===== src/rtl/thermal_guard.sv =====
// Multi-channel overheat shutdown controller: per-channel debounced trip, timed
// hysteretic release, and trip-count lockout cleared by a shared pulse.
module thermal_guard #(
  parameter int unsigned N         = 4,
  parameter int unsigned W         = 8,
  parameter int unsigned HOT       = 100,
  parameter int unsigned COOL      = 80,
  parameter int unsigned DEBOUNCE  = 3,
  parameter int unsigned HOLD      = 16,
  parameter int unsigned MAX_TRIPS = 3,
  localparam int unsigned C        = $clog2(MAX_TRIPS + 1)
) (
  input  logic           clk,
  input  logic           reset,
  input  logic [N*W-1:0] temp,
  input  logic           lockout_clr,
  output logic [N-1:0]   shut_off_computer,
  output logic [N-1:0]   locked,
  output logic           any_shut_off,
  output logic [N*C-1:0] trip_count
);

  localparam int unsigned DW = $clog2(DEBOUNCE + 1);
  localparam int unsigned HW = $clog2(HOLD + 1);

  typedef enum logic [1:0] {StRun, StShut, StCoolDn, StLock} state_e;

  logic [N-1:0] shut_d_vec;
  logic         any_q;

  for (genvar i = 0; i < N; i++) begin : g_ch
    state_e        state_q, state_d;
    logic [DW-1:0] deb_q, deb_d;
    logic [HW-1:0] hold_q, hold_d;
    logic [C-1:0]  trips_q, trips_d, trips_base;
    logic          shut_q, lock_q;
    logic          hot, cool;

    assign hot  = 32'(temp[i*W +: W]) >= HOT;
    assign cool = 32'(temp[i*W +: W]) <= COOL;
    // A clear in the same cycle takes effect before any increment or lock decision.
    assign trips_base = lockout_clr ? '0 : trips_q;

    always_comb begin
      state_d = state_q;
      deb_d   = deb_q;
      hold_d  = hold_q;
      trips_d = trips_base;
      unique case (state_q)
        StRun: begin
          if (!hot) begin
            deb_d = '0;
          end else if (32'(deb_q) + 32'd1 >= DEBOUNCE) begin
            state_d = StShut;
            deb_d   = '0;
            if (32'(trips_base) < MAX_TRIPS) trips_d = trips_base + C'(1);
          end else begin
            deb_d = deb_q + DW'(1);
          end
        end
        StShut: begin
          if (cool) begin
            state_d = StCoolDn;
            hold_d  = HW'(HOLD);
          end
        end
        StCoolDn: begin
          if (!cool) begin
            state_d = StShut;
          end else if (hold_q == HW'(1)) begin
            state_d = (32'(trips_base) == MAX_TRIPS) ? StLock : StRun;
            deb_d   = '0;
          end else begin
            hold_d = hold_q - HW'(1);
          end
        end
        StLock: begin
          if (lockout_clr) state_d = StRun;
        end
        default: state_d = StRun;
      endcase
    end

    assign shut_d_vec[i] = (state_d != StRun);

    always_ff @(posedge clk) begin
      if (reset) begin
        state_q <= StRun;
        deb_q   <= '0;
        hold_q  <= '0;
        trips_q <= '0;
        shut_q  <= 1'b0;
        lock_q  <= 1'b0;
      end else begin
        state_q <= state_d;
        deb_q   <= deb_d;
        hold_q  <= hold_d;
        trips_q <= trips_d;
        shut_q  <= shut_d_vec[i];
        lock_q  <= (state_d == StLock);
      end
    end

    assign shut_off_computer[i]  = shut_q;
    assign locked[i]             = lock_q;
    assign trip_count[i*C +: C]  = trips_q;
  end

  always_ff @(posedge clk) begin
    if (reset) any_q <= 1'b0;
    else       any_q <= |shut_d_vec;
  end

  assign any_shut_off = any_q;

endmodule


===== config.mk =====
export PLATFORM = sky130hd
export DESIGN_NAME = thermal_guard
export DESIGN_NICKNAME = d
export VERILOG_FILES = /design/src/rtl/thermal_guard.sv
export SDC_FILE = /design/constraint.sdc
export NUM_CORES = 1
export LEC_CHECK = 0
export CAP_MARGIN = 20
export CORE_MARGIN = 2
export CORE_UTILIZATION = 34
export DETAILED_ROUTE_END_ITERATION = 8
export GPL_TIMING_DRIVEN = 0
export PLACE_DENSITY = 0.68
export REMOVE_ABC_BUFFERS = 1
export SLEW_MARGIN = 20
export SYNTH_ARGS = -nofsm -noshare
export SYNTH_HDL_FRONTEND = slang
export SYNTH_SLANG_ARGS = --single-unit
export TNS_END_PERCENT = 1

===== constraint.sdc =====
create_clock -name clk -period 2.2 [get_ports clk]
set_input_delay 0.22 -clock clk [delete_from_list [all_inputs] [get_ports clk]]
set_output_delay 0.22 -clock clk [all_outputs]
set_load 0.03 [all_outputs]

# After elaboration in Yosys (flattened, before gate mapping)

Index checks and enable logic that the tools add are counted.
Widths: inputs -> output; s select.

Order comparisons: 16
Equality and inequality tests: 40
Reductions and logical operators: 25
Multiplexer cells: 88
Add/subtract/negate cells: 16

Operators by type and width:

| operator            | count |
|---|---|
| $mux 2              | 64 |
| $mux 5              | 12 |
| $pmux 5 s2          | 4 |
| $eq 2x2->1 const B  | 16 |
| $ge 8x7->1 const B  | 4 |
| $le 8x7->1 const B  | 4 |
| $ne 2x2->1 const B  | 16 |
| $pmux 2 s4          | 4 |
| $reduce_bool 2->1   | 12 |
| $eq 5x1->1 const B  | 4 |
| $sub 5x1->5 const B | 4 |
| $add 2x1->2 const B | 8 |
| $pmux 2 s2          | 4 |
| $reduce_and 4->1    | 4 |
| $add 2x1->3 const B | 4 |
| $ge 3x2->1 const B  | 4 |
| $reduce_and 3->1    | 4 |
| $eq 2x1->1 const B  | 4 |
| $logic_not 2->1     | 4 |
| $lt 2x2->1 const B  | 4 |
| $reduce_or 4->1     | 1 |

Bits in registers: 53

# Longest topological paths before layout

Gate-level depths: netlist of the first run.

Depth after elaboration: 8
Gate-level depth with buffers: 7
Gate-level depth less buffers: 7

# Worst setup path after synthesis of the first run

No wires, ideal clock.

Path type: reg2reg
Start point: register g_ch[0].hold_q[1]
End point: register g_ch[0].hold_q[4]
Required time: 2.081 ns
Stages on the path, launching flop included: 8
Library setup time: 0.119 ns
Arrival time: 1.894 ns
Path slack: 0.188 ns
Cell sequence: dfxtp_1 -> inv_1 -> ha_1 -> or4b_2 -> a21oi_1 -> or4b_2 -> a21oi_1 -> o221a_2

Longest elaborated chain between the ends: 4
Elaborated cells between the ends (all ways): 7

RTL lines:

| item                   | line | text |
|---|---|---|
| from (decl)            | 34   | `logic [HW-1:0] hold_q, hold_d;` |
| from (signal assigned) | 97   | `hold_q <= hold_d;` |
| $sub 5x1->5            | 74   | `hold_d = hold_q - HW'(1);` |
| $mux 5                 | 70   | `end else if (hold_q == HW'(1)) begin` |
| $mux 5                 | 68   | `if (!cool) begin` |
| $pmux 5 s2             | 49   | `unique case (state_q)` |

Several ways; a longest one is shown, not always the timed one. The select of a mux whose other input is x is not followed.
A chain may end at the register's enable or synchronous reset.

# Worst setup path after layout of the first run

Start point: input temp[31]
End point: register any_q, in the netlist any_shut_off

Longest elaborated chain between the ends: 5
Elaborated cells between the ends (all ways): 8

RTL lines:

| item                                     | line       | text |
|---|---|---|
| from (decl)                              | 15         | `input logic [N*W-1:0] temp,` |
| $le 8x7->1 or $ge 8x7->1 (tied branches) | 40, 39     |  |
| $mux 2, on equally long branches         | 68, 51, 62 |  |
| $pmux 2 s4 (*)                           | 49         |  |
| $reduce_bool 2->1 (*)                    | 84         | `assign shut_d_vec[i] = (state_d != StRun);` |
| $reduce_or 4->1 (*)                      | 111        | `else any_q <= \|shut_d_vec;` |
| to (signal assigned)                     | 111        |  |
| to (decl)                                | 29         | `logic any_q;` |

Every way passes the cells marked *; elsewhere a longest branch is shown, timed or not.

==> results of run 1 <==
==> stage by stage <==
stage / setup TNS (ps) / cell area, um2 / util, %
floorplan: 0 / 2790 / -
global placement: -10860 / 3430 / 41.6
detailed placement: -3340 / 3430 / 41.5
CTS: 0 / 3550 / 43.0
global route: -3.52 / 3620 / 43.8
finish: 0 / 3620 / 43.8
==> worst max path at each step <==
stage	from	end	slack, ps	depth (start not counted)
after floorplan	g_ch[0].hold_q[1]$_SDFFE_PP0P_	g_ch[0].hold_q[4]$_SDFFE_PP0P_	190	7
after global placement	reset	g_ch[2].trips_q[1]$_SDFF_PP0_	-690	4
after detailed placement	temp[23]	any_shut_off$_SDFF_PP0_	-430	6
after CTS	temp[23]	any_shut_off$_SDFF_PP0_	20	6
after global routing	temp[31]	any_shut_off$_SDFF_PP0_	-4	6
final	temp[31]	any_shut_off$_SDFF_PP0_	90	6
==> state kept, by name (all words and copies together), names as in the netlist <==
name,cells
g_ch.trips_q,8
g_ch.deb_q,8
g_ch.hold_q,20
any_shut_off,1
g_ch.state_q,8
g_ch.shut_q,4
g_ch.lock_q,4
==> what timing repair did <==
action                                 CTS  global route
endpoints found under the hold margin    0             0
setup endpoints to repair                4             4
resized for setup                        5             9
buffers inserted                         1             3
pin swaps                                2             2
==> layout make-up <==
cell class,instances,area share (%)
Sequential cell,53,29.4
Multi-Input combinational cell,258,47.6
Inverter,17,1.76
Tap cell,105,3.63
Clock buffer,6,2.28
Clock inverter,2,0.381
Timing Repair Buffer,55,14.9
==> critical path: cells and delay by family <==
family	cells	cell delay [ps]
and+or+nand+nor	2	880
AOI/OAI and AO/OA	3	670
buffers and inverters	1	500
==> power by group <==
group / leakage, nW / internal, mW / switching (mW)
Sequential: 0.430 / 0.988 / 0.0285
Clock: 0.0512 / 0.256 / 0.329
Combinational: 0.728 / 0.140 / 0.142
Total: 1.21 / 1.38 / 0.500
==> kinds of logic (layout without fill, tap and decap cells) <==
logic type / after synthesis / after routing / synth area share, %
AND/OR/NAND/NOR: 137 / 137 / 27.3
AO/OA/AOI/OAI: 106 / 106 / 24.5
flip-flops: 53 / 53 / 36.5
buffers and inverters: 34 / 80 / 6.20
adder cells (fa/ha/maj): 8 / 8 / 3.44
XOR/XNOR: 7 / 7 / 2.11
==> Yosys cell counts (2+ instances only) <==
cell type  number
nand3b_1        6
a21oi_1        38
and4b_1         3
dfxtp_1        53
nor3b_1         2
xor2_1          5
nand4bb_1       2
a31oi_1         2
o22ai_1         2
and3_1          2
inv_1          17
nor4_1          5
buf_4           8
or4b_2          2
and3b_1         3
a211oi_1        5
o311ai_0        2
o211ai_1        3
nor4b_1         5
a32oi_1         3
clkbuf_1        5
and2_1          4
ha_1            8
and2b_2         2
nand3_1         9
o221a_2         3
o21a_1          8
nand4_1         3
xnor2_1         2
nand2_1        25
nand2b_1        8
nor2b_1         4
o21ai_0        21
or3_1           6
nor3_1         15
o21bai_1        2
or4_4           2
a21boi_0        2
nor2_1         24
==> layer usage <==
metal  part of all wire, %  GRT usage [%]
met1                    47           18.3
met2                    47           25.3
met3                   4.5           2.56
met4                   1.2           5.16
met5                     0              0
==> summary.md, run 1 <==
| Metric | Value |
|---|---|
| Routed vias/inst | 5.34 |
| Final setup vio count | 0 |
| Clk Tree Root Cell | clkbuf_8 |
| TritonCTS buffer count | 5 |
| Status | complete, no violations |
| PwrDens | 521 mW/mm2 |
| Antenna diodes | 0 |
| Multi-input gate area | 0.00172 mm2 |
| R2R Setup Slk | 110 ps |
| Worst reg2reg path depth | 8 |
| WP data arrival | 2270 ps |
| Hold Crit Start | reset |
| Slew Limit Fails | 0 |
| # clock sinks | 53 |
| DIE HEIGHT | 96.5 um |
| Crit share post-route | 95.8% |
| Layout fillers | 830 |
| Cell count after synthesis | 345 |
| Drc violations | 0 |
| FF/Latch Area | 0.00106 mm2 |
| Hold Violations, Final | 0 |
| Nets | 433 |
| Fmax achieved | 0.474 GHz |
| Port Buffers | 51 |
| Iter 0 DRT Violations | 81 |
| RSZ-0062 raised after global routing | true |
| Dpl cells | 484 |
| Vias in the first global route | 2521 |
| Total GRT Usage | 14.6% |
| Initial antenna violation count | 0 |
| Core area | 0.00826 mm2 |
| Post-Syn Area per Cell | 8.42 um2 |
| Final instance count without filler cells | 496 |
| CP Cell Sequence | clkdlybuf4s50_1 > or4_4 > o32ai_4 > o311ai_1 > nor4_2 > a41oi_1 |
| Total power | 1.88 mW |
| Yosys top cell by area | dfxtp_1 |
| Row cnt | 33 |
| Detailed-route wire length | 6780 um |
| Period minus WS final | 2110 ps |
| R2R Path End | g_ch[0].hold_q[4]$_SDFFE_PP0P_ |
| Most frequent cells in the layout | dfxtp_1 (51), clkdlybuf4s50_1 (49), a21oi_1 (36) |
| Static Leak | 1.21 nW |
| Distinct cells, synth | 63 |
| R2R Path Start | g_ch[0].hold_q[1]$_SDFFE_PP0P_ |
| Number of synthesized register bits | 53 |
| Critical path class | input port to register |
| Max-cap viol count | 0 |
| Remaining Overflow, GRT | 0 |
| Worst setup EP type | register |
| Layout cells sized above 1 | 9.46% |
| Total iterations of the first detailed-routing run | 5 |
| Hold depth | 2 |
| Share of the synthesized area in the top cell type | 36.5% |
| Post-DP HPWL | 4750 um |
| Die area | 0.00930 mm2 |
| RePlAce Congestion | 0.793 |
| Post-Syn Area | 0.00291 mm2 |
| Startpoint types | input port |
| EDFF count, synth | 0 |
| Post-place setup slack | -428 ps |
| Clock transition at the registers of the reported paths | 100 ps |
| Worst path slowest cell | or4_4 |
| Worst Skew | 7.27 ps |
| Routed len/inst | 13.7 um |
| Area grow syn2layout | 24.4% |
| Synth top area cells | dfxtp_1 (37%), a21oi_1 (6.5%), o21ai_0 (3.6%), ha_1 (3.4%), nand2_1 (3.2%) |
| Asr flop ratio synth | 0% |
| Largest net degree at the start of global routing | 41 |
| Max Root-Sink Buffers | 2 |
| CTS tree | done |
| Final worst slack | 92.0 ps |
| I/O pin cnt | 52 |
| WP data required | 2360 ps |
| Clock latency on the worst-skew pair | 310 ps |
| Hold path endpoint | g_ch[0].state_q[1]$_SDFF_PP0_ |
| Sequential area share after synthesis | 36.5% |
| Max VDD drop | 0.248 mV |
| Routed via count | 2649 |
| Max_slew headroom | 51.2% |
| Synth Flop Type | dfxtp_1 |
| Worst hold-check path type | input port to register |
| Antenna viol nets, final | 0 |
| Hold Buf Count CTS | 0 |
| H-Tree Depth | 2 |
| Die W | 96.5 um |
| First-pass GRT wire length | 10900 um |
| Worst-path fanout max | 4 |
| Yosys warning count | 0 |
| Worst Max-Slew Pin Slew | 731 ps |
| Starting Density | 35.2% |
| Final hold slack | 450 ps |
| Commonest non-fill, non-tap cell in the layout | dfxtp_1 |
| Critical path's largest stage delay | 560 ps |
Power figures use the tool's default switching activity.
==> inputs of run 2 (changes only) <==
- CTS_CLUSTER_SIZE: unset -> 24
- clock period: 2.2 -> 2.74 ns (I/O delays scaled with it)
==> summary.md, run 2 (same netlist as run 1, synthesis figures left out) <==
| Metric | Value |
|---|---|
| Status | complete, no violations |
| Max Root-Sink Buffers | 2 |
| Row cnt | 33 |
| Drc violations | 0 |
| Layout cells sized above 1 | 6.46% |
| Final setup vio count | 0 |
| Worst hold-check path type | register to register |
| Remaining Overflow, GRT | 0 |
| Most frequent cells in the layout | dfxtp_1 (53), clkdlybuf4s50_1 (50), a21oi_1 (38) |
| Detailed-route wire length | 6560 um |
| Period minus WS final | 2380 ps |
| Worst-path fanout max | 7 |
| Final worst slack | 358 ps |
| Pint | 1.10 mW |
| Commonest non-fill, non-tap cell in the layout | dfxtp_1 |
| Static Leak | 1.17 nW |
| Clock latency on the worst-skew pair | 310 ps |
| Design area | 0.00353 mm2 |
| Clock transition at the registers of the reported paths | 100 ps |
| Max FFs per register | 20 |
| Worst Skew | 6.07 ps |
| Antenna diodes | 0 |
| Largest Register | g_ch.hold_q |
| Port Buffers | 51 |
| Nets | 429 |
| H-Tree Depth | 2 |
| Total iterations of the first detailed-routing run | 4 |
| Routed len/inst | 13.3 um |
| Final hold slack | 473 ps |
| First-pass GRT wire length | 10900 um |
| WP data required | 2900 ps |
| Switch share | 26.3% |
| Die area | 0.00930 mm2 |
| Critical path class | input port to register |
| Iter 0 DRT Violations | 93 |
| Hold Violations, Final | 0 |
| RePlAce Congestion | 0.793 |
| Total GRT Usage | 14.6% |
| Total power | 1.50 mW |
| Clk network pwr share | 31.2% |
| Core Util, Final | 42.7% |
| Area grow syn2layout | 21.4% |
| Routed via count | 2665 |
| Initial antenna violation count | 0 |
| Clk Tree Root Cell | clkbuf_8 |
| Post-DP HPWL | 4750 um |
| Dpl cells | 484 |
| Setup bufs post-CTS | 0 |
| Slew Limit Fails | 0 |
| Sequential Power Share | 54.4% |
| Logic pwr share | 14.4% |
| Antenna viol nets, final | 0 |
| TritonCTS buffer count | 5 |
| Max-cap viol count | 0 |
| I/O pin cnt | 52 |
| Multi-input gate area | 0.00167 mm2 |
| Switching power | 0.393 mW |
| Final instance count without filler cells | 492 |
| Worst Max-Slew Pin Slew | 730 ps |
| Crit share post-route | 86.9% |
| Placed Area | 0.00343 mm2 |
| CTS tree | done |
| Largest net degree at the start of global routing | 41 |
| Starting Density | 35.2% |
| Routed vias/inst | 5.42 |
| Fmax achieved | 0.420 GHz |
| Layout fillers | 838 |
| FF/Latch Area | 0.00106 mm2 |
| Setup TNS Final | 0 ps |
| Startpoint types | input port |
| PwrDens | 424 mW/mm2 |
| Vias in the first global route | 2513 |
| WP data arrival | 2540 ps |
| Die W | 96.5 um |
| RSZ-0062 raised after global routing | false |
| Worst setup EP type | register |
| DIE HEIGHT | 96.5 um |
| # clock sinks | 53 |
| Max_slew headroom | 51.3% |
| Core area | 0.00826 mm2 |
| Max VDD drop | 0.197 mV |
| Post-place setup slack | 58.0 ps |
run 2: changes by cell type in the layout (fill, tap and decap cells not counted), moves of 2 or more:
| cell | before | now |
|---|---|---|
| dfxtp_2 | 2 | 0 |
| nor4b_1 | 2 | 4 |
| nor4b_2 | 3 | 1 |
| a21oi_1 | 36 | 38 |
| buf_4 | 4 | 0 |
| dfxtp_1 | 51 | 53 |
run 2: worst paths after layout:
check	to	start	cells after the start	slack [ps]
min	g_ch[1].hold_q[1]$_SDFFE_PP0P_	g_ch[1].hold_q[1]$_SDFFE_PP0P_	2	470
min reg2reg	g_ch[1].hold_q[1]$_SDFFE_PP0P_	g_ch[1].hold_q[1]$_SDFFE_PP0P_	2	470
max reg2reg	any_shut_off$_SDFF_PP0_	g_ch[0].hold_q[1]$_SDFFE_PP0P_	7	380
max	any_shut_off$_SDFF_PP0_	temp[23]	6	360
run 2: timing repair:
item                                   in CTS  in global routing
endpoints found under the hold margin       0                  0
gates resized for setup                     0                  1
setup endpoints to repair                   0                  1
hold buffers                                0                  0
run 2: area by class of cell:
type	count	area share (%)
clock inverter	2	0.390
clock buffer	6	2.34
sequential	53	30.1
tap	105	3.72
multi-input combinational	258	47.4
inverter	17	1.81
timing repair buffer	51	14.3
run 2: critical path, cell delays in order:
cell             delay, ps
clkdlybuf4s50_1        500
or4b_4                 580
o22ai_1                480
o211ai_1               170
nor4_1                 380
a41oi_1                150
run 2: routing by layer:
metal | vias to the layer above | wire length, um | GRT usage (%)
met3 | 8 | 279 | 2.56
met4 | 0 | 109 | 5.16
met2 | 58 | 3060 | 25.3
met1 | 1245 | 3110 | 18.2
met5 | - | 0 | 0
li1 | 1354 | - | -
run 2: power groups by stage:
stage | Combinational [mW] | Sequential (mW) | Clock (mW)
after CTS | 0.216 | 0.815 | 0.483
after global routing | 0.237 | 0.819 | 0.502
after floorplan | 0.0985 | 0.840 | 0
after global placement | 0.212 | 0.831 | 0
final | 0.215 | 0.816 | 0.468
after detailed placement | 0.215 | 0.832 | 0
==> inputs of run 3 (changes only) <==
- GPL_ROUTABILITY_DRIVEN: unset -> 0
- clock period: 2.74 -> 3.05 ns (I/O delays scaled with it)
==> summary.md, run 3 (same netlist as run 1, synthesis figures left out) <==
| Metric | Value |
|---|---|
| Met3 global-route usage | 2.56% |
| Clock transition at the registers of the reported paths | 100 ps |
| Nets | 429 |
| Post_cts resized | 0 |
| Initial antenna violation count | 0 |
| Routed len/inst | 13.3 um |
| CTS tree | done |
| DIE HEIGHT | 96.5 um |
| # clock sinks | 53 |
| Clk Tree Root Cell | clkbuf_8 |
| Routed vias/inst | 5.41 |
| Critical path class | register to register |
| Hold depth | 2 |
| Core Util, Final | 42.7% |
| Antenna diodes | 0 |
| Routed via count | 2664 |
| Status | complete, no violations |
| WP data arrival | 2600 ps |
| R2R Path Start | g_ch[2].hold_q[0]$_SDFFE_PP0P_ |
| Dpl cells | 484 |
| Max-cap viol count | 0 |
| Design area | 0.00352 mm2 |
| Critical path's largest stage delay | 760 ps |
| Drc violations | 0 |
| Starting Density | 35.2% |
| Remaining Overflow, GRT | 0 |
| WP data required | 3210 ps |
| First-pass GRT wire length | 10900 um |
| Hold Crit Start | g_ch[1].hold_q[1]$_SDFFE_PP0P_ |
| Commonest non-fill, non-tap cell in the layout | dfxtp_1 |
| Placed Area | 0.00343 mm2 |
| Total GRT Usage | 14.6% |
| Worst Max-Slew Pin Slew | 938 ps |
| Startpoint types | register |
| GR peak layer | met2 |
| Worst setup EP type | register |
| Final instance count without filler cells | 492 |
| Setup TNS Final | 0 ps |
| Fmax achieved | 0.410 GHz |
| PwrDens | 382 mW/mm2 |
| Max Root-Sink Buffers | 2 |
| Final worst slack | 611 ps |
| Die area | 0.00930 mm2 |
| Met1 Usage GRT | 18.2% |
| Max FFs per register | 20 |
| Vias in the first global route | 2513 |
| Worst-path fanout max | 6 |
| Worst Skew | 6.08 ps |
| Layout cells sized above 1 | 6.20% |
| Post-place setup slack | 337 ps |
| Final setup vio count | 0 |
| H-Tree Depth | 2 |
| Setup bufs post-CTS | 0 |
| Port Buffers | 51 |
| Slew Limit Fails | 0 |
| Core area | 0.00826 mm2 |
| RSZ-0062 raised after global routing | false |
| Hold path endpoint | g_ch[1].hold_q[1]$_SDFFE_PP0P_ |
| Total power | 1.35 mW |
| I/O pin cnt | 52 |
| Post-DP HPWL | 4750 um |
| R2R Setup Slk | 610 ps |
| Crit share post-route | 80.0% |
| Worst reg2reg path depth | 6 |
| Max_slew headroom | 36.6% |
| TritonCTS buffer count | 5 |
| Most frequent cells in the layout | dfxtp_1 (53), clkdlybuf4s50_1 (50), a21oi_1 (38) |
| R2R Path End | any_shut_off$_SDFF_PP0_ |
| Total iterations of the first detailed-routing run | 4 |
| Final hold slack | 473 ps |
| Row cnt | 33 |
| Iter 0 DRT Violations | 94 |
| Antenna viol nets, final | 0 |
| Met2 GRT Util | 25.3% |
| Max VDD drop | 0.176 mV |
| Worst hold-check path type | register to register |
| Hold Violations, Final | 0 |
| Hold Buf Count CTS | 0 |
| Period minus WS final | 2440 ps |
| CP Cell Sequence | ha_1 > nor4b_1 > a21oi_1 > a32o_1 > nor4_1 > a41oi_1 |
| Largest net degree at the start of global routing | 41 |
| Worst path slowest cell | nor4b_1 |
| Static Leak | 1.16 nW |
| Detailed-route wire length | 6570 um |
| Area grow syn2layout | 21.2% |
| Largest Register | g_ch.hold_q |
| Die W | 96.5 um |
| Clock latency on the worst-skew pair | 310 ps |
[run 3: final cells by class]
type | instances | area [um2]
Fill cell | 840 | 4730
Timing Repair Buffer | 51 | 505
Clock inverter | 2 | 13.8
Clock buffer | 6 | 82.6
Sequential cell | 53 | 1060
Inverter | 17 | 63.8
Multi-Input combinational cell | 258 | 1670
Tap cell | 105 | 131
[run 3: worst max-delay path: cells and delay by family (launching register included)]
family          cells  cell delay (ps)
fa+ha+maj           1              170
compound gates      3              630
flops               1              410
simple gates        2             1070
[run 3: how the worst max path moves through the flow]
stage                                              start                              to  slack [ps]
after floorplan           g_ch[0].hold_q[1]$_SDFFE_PP0P_  g_ch[0].hold_q[4]$_SDFFE_PP0P_        1040
final                     g_ch[2].hold_q[0]$_SDFFE_PP0P_         any_shut_off$_SDFF_PP0_         610
after global placement                             reset   g_ch[2].trips_q[1]$_SDFF_PP0_          80
after detailed placement                        temp[23]         any_shut_off$_SDFF_PP0_         340
after CTS                 g_ch[2].hold_q[0]$_SDFFE_PP0P_         any_shut_off$_SDFF_PP0_         630
after global routing      g_ch[2].hold_q[1]$_SDFFE_PP0P_         any_shut_off$_SDFF_PP0_         260
[run 3: routing by layer]
layer	vias to the layer above	wire length [um]
met5	-	0
met4	0	94
met3	7	278
met2	59	3070
met1	1247	3120
li1	1351	-
[run 3: power breakdown]
part | internal, mW | total, mW | switching [mW]
logic | 0.0955 | 0.193 | 0.0977
registers | 0.712 | 0.732 | 0.0200
clock network | 0.185 | 0.420 | 0.235
total | 0.992 | 1.35 | 0.353
